### src/rtl/rom_addr_sequencer_if.sv
// Control/status bundle between the ROM address sequencer and its controller.
// The controller drives the master side; the sequencer is the slave.
interface rom_addr_sequencer_if #(
  parameter int ADDR_W = 10,
  parameter int DIV_W  = 16
);
  logic              start;
  logic              stop;
  logic [1:0]        mode;
  logic [ADDR_W-1:0] addr_lo;
  logic [ADDR_W-1:0] addr_hi;
  logic [DIV_W-1:0]  div;
  logic [ADDR_W-1:0] address;
  logic              addr_valid;
  logic              busy;
  logic              dir;
  logic              wrap;
  logic              done;
  logic              cfg_err;

  modport master (
    output start, stop, mode, addr_lo, addr_hi, div,
    input  address, addr_valid, busy, dir, wrap, done, cfg_err
  );

  modport slave (
    input  start, stop, mode, addr_lo, addr_hi, div,
    output address, addr_valid, busy, dir, wrap, done, cfg_err
  );
endinterface

### src/rtl/rom_addr_sequencer.sv
// Sweeps a ROM address between latched bounds with a rate prescaler;
// wrap, one-shot and ping-pong modes, all outputs registered.
module rom_addr_sequencer #(
  parameter int ADDR_W = 10,
  parameter int DIV_W  = 16
) (
  input  logic                 clk,
  input  logic                 rst,
  rom_addr_sequencer_if.slave  bus
);

  typedef enum logic {IDLE, RUN} state_t;

  state_t            state, state_n;
  logic [ADDR_W-1:0] address, address_n;
  logic [DIV_W-1:0]  presc, presc_n;
  logic              dir, dir_n;
  logic              wrap, wrap_n;
  logic              done, done_n;
  logic              cfg_err, cfg_err_n;
  logic              busy;
  logic              cfg_load;

  // Configuration captured at an accepted start; held constant through RUN.
  logic [ADDR_W-1:0] lo_l;
  logic [ADDR_W-1:0] hi_l;
  logic [DIV_W-1:0]  div_l;
  logic [1:0]        mode_l;

  always_ff @(posedge clk) begin
    if (cfg_load) begin
      lo_l   <= bus.addr_lo;
      hi_l   <= bus.addr_hi;
      div_l  <= bus.div;
      mode_l <= bus.mode;
    end
  end

  always_comb begin
    state_n   = state;
    address_n = address;
    presc_n   = presc;
    dir_n     = dir;
    wrap_n    = 1'b0;
    done_n    = 1'b0;
    cfg_err_n = 1'b0;
    cfg_load  = 1'b0;
    case (state)
      IDLE: begin
        if (bus.start) begin
          if (bus.addr_lo <= bus.addr_hi) begin
            cfg_load  = 1'b1;
            address_n = bus.addr_lo;
            dir_n     = 1'b0;
            presc_n   = '0;
            state_n   = RUN;
          end else begin
            cfg_err_n = 1'b1;
          end
        end
      end
      RUN: begin
        // Stop outranks a coincident advance.
        if (bus.stop) begin
          state_n = IDLE;
          presc_n = '0;
          dir_n   = 1'b0;
        end else if (presc != div_l) begin
          presc_n = presc + DIV_W'(1);
        end else begin
          presc_n = '0;
          case (mode_l)
            2'd1: begin
              if (address == hi_l) begin
                done_n  = 1'b1;
                state_n = IDLE;
              end else begin
                address_n = address + ADDR_W'(1);
              end
            end
            2'd2: begin
              if (!dir) begin
                if (address == hi_l) begin
                  // lo==hi degenerates to a constant address with a pulse per advance.
                  wrap_n = 1'b1;
                  if (hi_l > lo_l) begin
                    address_n = hi_l - ADDR_W'(1);
                    dir_n     = 1'b1;
                  end
                end else begin
                  address_n = address + ADDR_W'(1);
                end
              end else begin
                if (address == lo_l) begin
                  address_n = lo_l + ADDR_W'(1);
                  dir_n     = 1'b0;
                  wrap_n    = 1'b1;
                end else begin
                  address_n = address - ADDR_W'(1);
                end
              end
            end
            default: begin
              if (address == hi_l) begin
                address_n = lo_l;
                wrap_n    = 1'b1;
              end else begin
                address_n = address + ADDR_W'(1);
              end
            end
          endcase
        end
      end
    endcase
  end

  always_ff @(posedge clk) begin
    if (rst) begin
      state   <= IDLE;
      address <= '0;
      presc   <= '0;
      dir     <= 1'b0;
      wrap    <= 1'b0;
      done    <= 1'b0;
      cfg_err <= 1'b0;
      busy    <= 1'b0;
    end else begin
      state   <= state_n;
      address <= address_n;
      presc   <= presc_n;
      dir     <= dir_n;
      wrap    <= wrap_n;
      done    <= done_n;
      cfg_err <= cfg_err_n;
      busy    <= (state_n == RUN);
    end
  end

  assign bus.address    = address;
  assign bus.addr_valid = busy;
  assign bus.busy       = busy;
  assign bus.dir        = dir;
  assign bus.wrap       = wrap;
  assign bus.done       = done;
  assign bus.cfg_err    = cfg_err;

endmodule

### src/flat_wrapper.sv
// flat-port wrapper written by rule: the top's interface ports become plain ports
module rom_addr_sequencer_flat 
#(
  parameter int ADDR_W = 10,
  parameter int DIV_W  = 16
)
  (clk, rst, bus_start, bus_stop, bus_mode, bus_addr_lo, bus_addr_hi, bus_div, bus_address, bus_addr_valid, bus_busy, bus_dir, bus_wrap, bus_done, bus_cfg_err);
  rom_addr_sequencer_if #(.ADDR_W(ADDR_W), .DIV_W(DIV_W)) bus_i ();
  input  logic clk;
  input  logic rst;
  input wire logic [$bits(bus_i.start)-1:0] bus_start;
  input wire logic [$bits(bus_i.stop)-1:0] bus_stop;
  input wire logic [$bits(bus_i.mode)-1:0] bus_mode;
  input wire logic [$bits(bus_i.addr_lo)-1:0] bus_addr_lo;
  input wire logic [$bits(bus_i.addr_hi)-1:0] bus_addr_hi;
  input wire logic [$bits(bus_i.div)-1:0] bus_div;
  output wire logic [$bits(bus_i.address)-1:0] bus_address;
  output wire logic [$bits(bus_i.addr_valid)-1:0] bus_addr_valid;
  output wire logic [$bits(bus_i.busy)-1:0] bus_busy;
  output wire logic [$bits(bus_i.dir)-1:0] bus_dir;
  output wire logic [$bits(bus_i.wrap)-1:0] bus_wrap;
  output wire logic [$bits(bus_i.done)-1:0] bus_done;
  output wire logic [$bits(bus_i.cfg_err)-1:0] bus_cfg_err;
  assign bus_i.start = bus_start;
  assign bus_i.stop = bus_stop;
  assign bus_i.mode = bus_mode;
  assign bus_i.addr_lo = bus_addr_lo;
  assign bus_i.addr_hi = bus_addr_hi;
  assign bus_i.div = bus_div;
  assign bus_address = bus_i.address;
  assign bus_addr_valid = bus_i.addr_valid;
  assign bus_busy = bus_i.busy;
  assign bus_dir = bus_i.dir;
  assign bus_wrap = bus_i.wrap;
  assign bus_done = bus_i.done;
  assign bus_cfg_err = bus_i.cfg_err;
  rom_addr_sequencer #(.ADDR_W(ADDR_W), .DIV_W(DIV_W)) u_core (.clk(clk), .rst(rst), .bus(bus_i));
endmodule
### config.mk
export PLATFORM = sky130hd
export DESIGN_NAME = rom_addr_sequencer_flat
export DESIGN_NICKNAME = d
export VERILOG_FILES = /design/src/rtl/rom_addr_sequencer_if.sv /design/src/rtl/rom_addr_sequencer.sv /design/src/flat_wrapper.sv
export SDC_FILE = /design/constraint.sdc
export NUM_CORES = 1
export LEC_CHECK = 0
export CORE_ASPECT_RATIO = 0.7
export CORE_MARGIN = 2
export CORE_UTILIZATION = 61
export CTS_CLUSTER_DIAMETER = 80
export DETAILED_ROUTE_END_ITERATION = 10
export DONT_BUFFER_PORTS = 1
export PLACE_DENSITY = 0.85
export SYNTH_ARGS = -nofsm -noshare
export SYNTH_HDL_FRONTEND = slang
export SYNTH_SLANG_ARGS = --single-unit
### constraint.sdc
create_clock -name clk -period 8.78 [get_ports clk]
set_clock_uncertainty 0.1 [all_clocks]
set_input_delay 2.634 -clock clk [delete_from_list [all_inputs] [get_ports clk]]
set_output_delay 2.634 -clock clk [all_outputs]
set_load 0.005 [all_outputs]
==> results.json <==
{
  "vias_per_cell": 7.02,
  "initial_core_util": 0.620,
  "vias": 4386,
  "worstPathArrival_ns": 5.41,
  "worst_slew_pin_slew_ns": 1.06,
  "synth_enable_flop_cells": 38,
  "crit_path_cell_trace": "inv_1 > ha_1 > a21o_1 > a21oi_1 > o2bb2ai_1 > o31ai_1 > nand2b_1 > inv_1 > buf_4 > o21ai_0 > a21oi_1",
  "reg2reg_depth": 9,
  "root_buffer": "clkbuf_16",
  "gr-total-overflow": 0,
  "ctsHoldBuffers": 0,
  "yosysSeqAreaShare": 0.366,
  "crit_buf_inv": 3,
  "drv_cap": 0,
  "num-nets-final": 588,
  "grt_pass1_vias": 4048,
  "grt_max_degree": 38,
  "place_area_um2": 4810,
  "hpwlAfterDp_um": 10500,
  "ys_warn_count": 0,
  "end_kind": "register",
  "synth_most_common_cell": "nor2_1",
  "clock_latency_ns": 0.33,
  "pin_count": 58,
  "reg2reg_from": "u_core.lo_l[7]",
  "clockBufferDepth": 2,
  "crit_family": "compound AO/OA/AOI/OAI gates",
  "syn_avg_cell_area_um2": 8.93,
  "syn-cell-area_um2": 4820,
  "crit_path_start_kind": "input pin",
  "p_per_area_nw_per_um2": 187,
  "die-width_um": 110,
  "drt_first_pass_iters": 6,
  "fmax_ghz": 0.190,
  "syn_to_final_growth_pct": 6.16,
  "drt-initial-drc-count": 503,
  "period_share": 0.598,
  "gr-usage-all-layers": 0.345,
  "numCtsBuffers": 9,
  "hp-start": "u_core.presc[10]",
  "drt-total-wl_um": 14500,
  "clock_sinks": 69,
  "cts_htree_levels": 3,
  "antenna_found_initial": 0,
  "critPathRequiredTime_ns": 8.94,
  "cts_resized": 0,
  "drv_slew": 0,
  "drive_gt1_frac": 0.0611,
  "routedWlPerCell_um": 23.2,
  "crit_path_max_incr_delay_ns": 0.52,
  "crit_fanout": 37,
  "drc": 0,
  "post_cts_buffers": 0,
  "die_h_um": 78.3,
  "detail-route-antenna-nets": 0,
  "portBuffers": 0,
  "min-delay-path-class": "reg -> reg",
  "num_rows": 27,
  "slew_headroom": 0.289,
  "async_flop_share": 0,
  "synth_fp_nets": 608,
  "crit_type": "in -> reg",
  "reg2reg_slack_ns": 5.48,
  "path_clk_slew_ns": 0.05,
  "gp_congestion": 0.995,
  "whs_endpoint": "u_core.presc[10]",
  "synth.distinct_cells": 60,
  "ir_drop_uv": 151,
  "synth_ff_type": "edfxtp_1",
  "r2r-end": "u_core.bus.address[9]",
  "synth_top_area_share": 0.237,
  "fin_crit_ns": 5.25,
  "fin_area_um2": 5110,
  "hold_viol": 0,
  "core-area_um2": 7770,
  "worstHoldPathCells": 2,
  "synth-seq-cells": 69,
  "p_leak_nw": 1.85,
  "synth_area_leaders": "edfxtp_1, dfxtp_1, ha_1",
  "rsz0062_at_grt": "no",
  "hold-worst-slack_ns": 0.421,
  "syn_inst": 539,
  "antenna_cells": 0,
  "yosysTopAreaCell": "edfxtp_1",
  "post-route-util": 0.658,
  "dieArea_um2": 8630,
  "synthTopCellsByCount": "nor2_1, edfxtp_1, xnor2_1",
  "grt_pass1_wl_um": 22000,
  "cts_tree": "yes",
  "fin_setup_tns_ns": 0,
  "critPathSlowestCell": "o31ai_1",
  "n_fill_cell": 614,
  "outcome": "completed",
  "setup_violations": 0
}
routing by layer:
layer  wire, µm  global-route usage  vias to the layer above
met3       2310               0.123                       38
met4        276               0.108                        0
met5          0                   0                        -
li1           -                   -                     1949
met2       5880               0.468                      345
met1       6020               0.511                     2054
report_power, final:
part,switching [mW],leakage (nW),internal (mW)
Sequential,0.0438,0.611,0.367
Clock,0.140,0.147,0.222
Combinational,0.112,1.09,0.0702
final cells by class:
class,count,area [µm²],area share
multi-input cells,405,2790,0.545
flip-flops and latches,69,1760,0.345
clock buffers,10,229,0.0448
well taps,101,126,0.0247
inverters,31,116,0.0228
clock inverters,6,70.1,0.0137
repair buffers,3,22.5,0.00441
per-stage QoR:
stage / cells / worst slack [ns] / power, mW
5_1_grt: 625 / 3.23 / 0.984
6_report: 625 / 3.53 / 0.954
3_3_place_gp: 609 / 3.34 / 0.580
4_1_cts: 625 / 3.59 / 0.946
2_1_floorplan: 539 / 3.26 / 0.541
3_5_place_dp: 609 / 3.28 / 0.588
logic make-up (layout without fill, tap and decap cells):
family | count (synthesis) | after routing | synth area share
muxes | 12 | 12 | 0.0257
AOI/OAI and AO/OA | 112 | 112 | 0.161
DFF | 69 | 69 | 0.366
xor gates and xnor gates | 63 | 63 | 0.115
buffers and inverters | 65 | 50 | 0.0556
and+or+nand+nor | 191 | 191 | 0.208
adders and majority gates | 27 | 27 | 0.0701
tightest hold or removal path: stages (launching register included):
cell     delay (ns)
dfxtp_1        0.34
o31ai_1        0.08
a21oi_1        0.06
how the worst max path moves through the flow:
stage	from	end	slack, ns	depth (start not counted)
3_3_place_gp	bus_addr_hi[3]	u_core.bus.address[8]	3.34	11
6_report	bus_addr_hi[3]	u_core.bus.address[0]	3.53	11
5_1_grt	bus_addr_hi[3]	u_core.bus.address[8]	3.23	11
2_1_floorplan	bus_addr_hi[3]	u_core.bus.address[5]	3.26	11
4_1_cts	bus_addr_hi[3]	u_core.bus.address[0]	3.59	11
3_5_place_dp	bus_addr_hi[3]	u_core.bus.address[0]	3.28	11
registers in the layout (all words and copies together) (netlist names):
register	cells
u_core.bus.addr_valid	1
u_core.bus.address	10
u_core.bus.cfg_err	1
u_core.bus.dir	1
u_core.bus.done	1
u_core.bus.wrap	1
u_core.div_l	16
u_core.hi_l	10
u_core.lo_l	10
u_core.mode_l	2
u_core.presc	16
cell usage in the layout (no fill, tap or decap), types with 9 or more instances in the layout:
| master | netlist | final |
|---|---|---|
| nor2_1 | 41 | 41 |
| edfxtp_1 | 38 | 38 |
| xnor2_1 | 37 | 37 |
| nand2_1 | 35 | 35 |
| dfxtp_1 | 31 | 31 |
| inv_1 | 30 | 30 |
| ha_1 | 27 | 27 |
| a21oi_1 | 26 | 26 |
| xor2_1 | 26 | 26 |
| nor3_1 | 23 | 23 |
| nand3_1 | 22 | 22 |
| o21ai_0 | 21 | 21 |
| nand4_1 | 18 | 18 |
| a311oi_1 | 11 | 11 |
| mux2i_1 | 9 | 9 |
| clkbuf_16 | 0 | 9 |
Note: power is estimated with default switching activity, not from simulation.
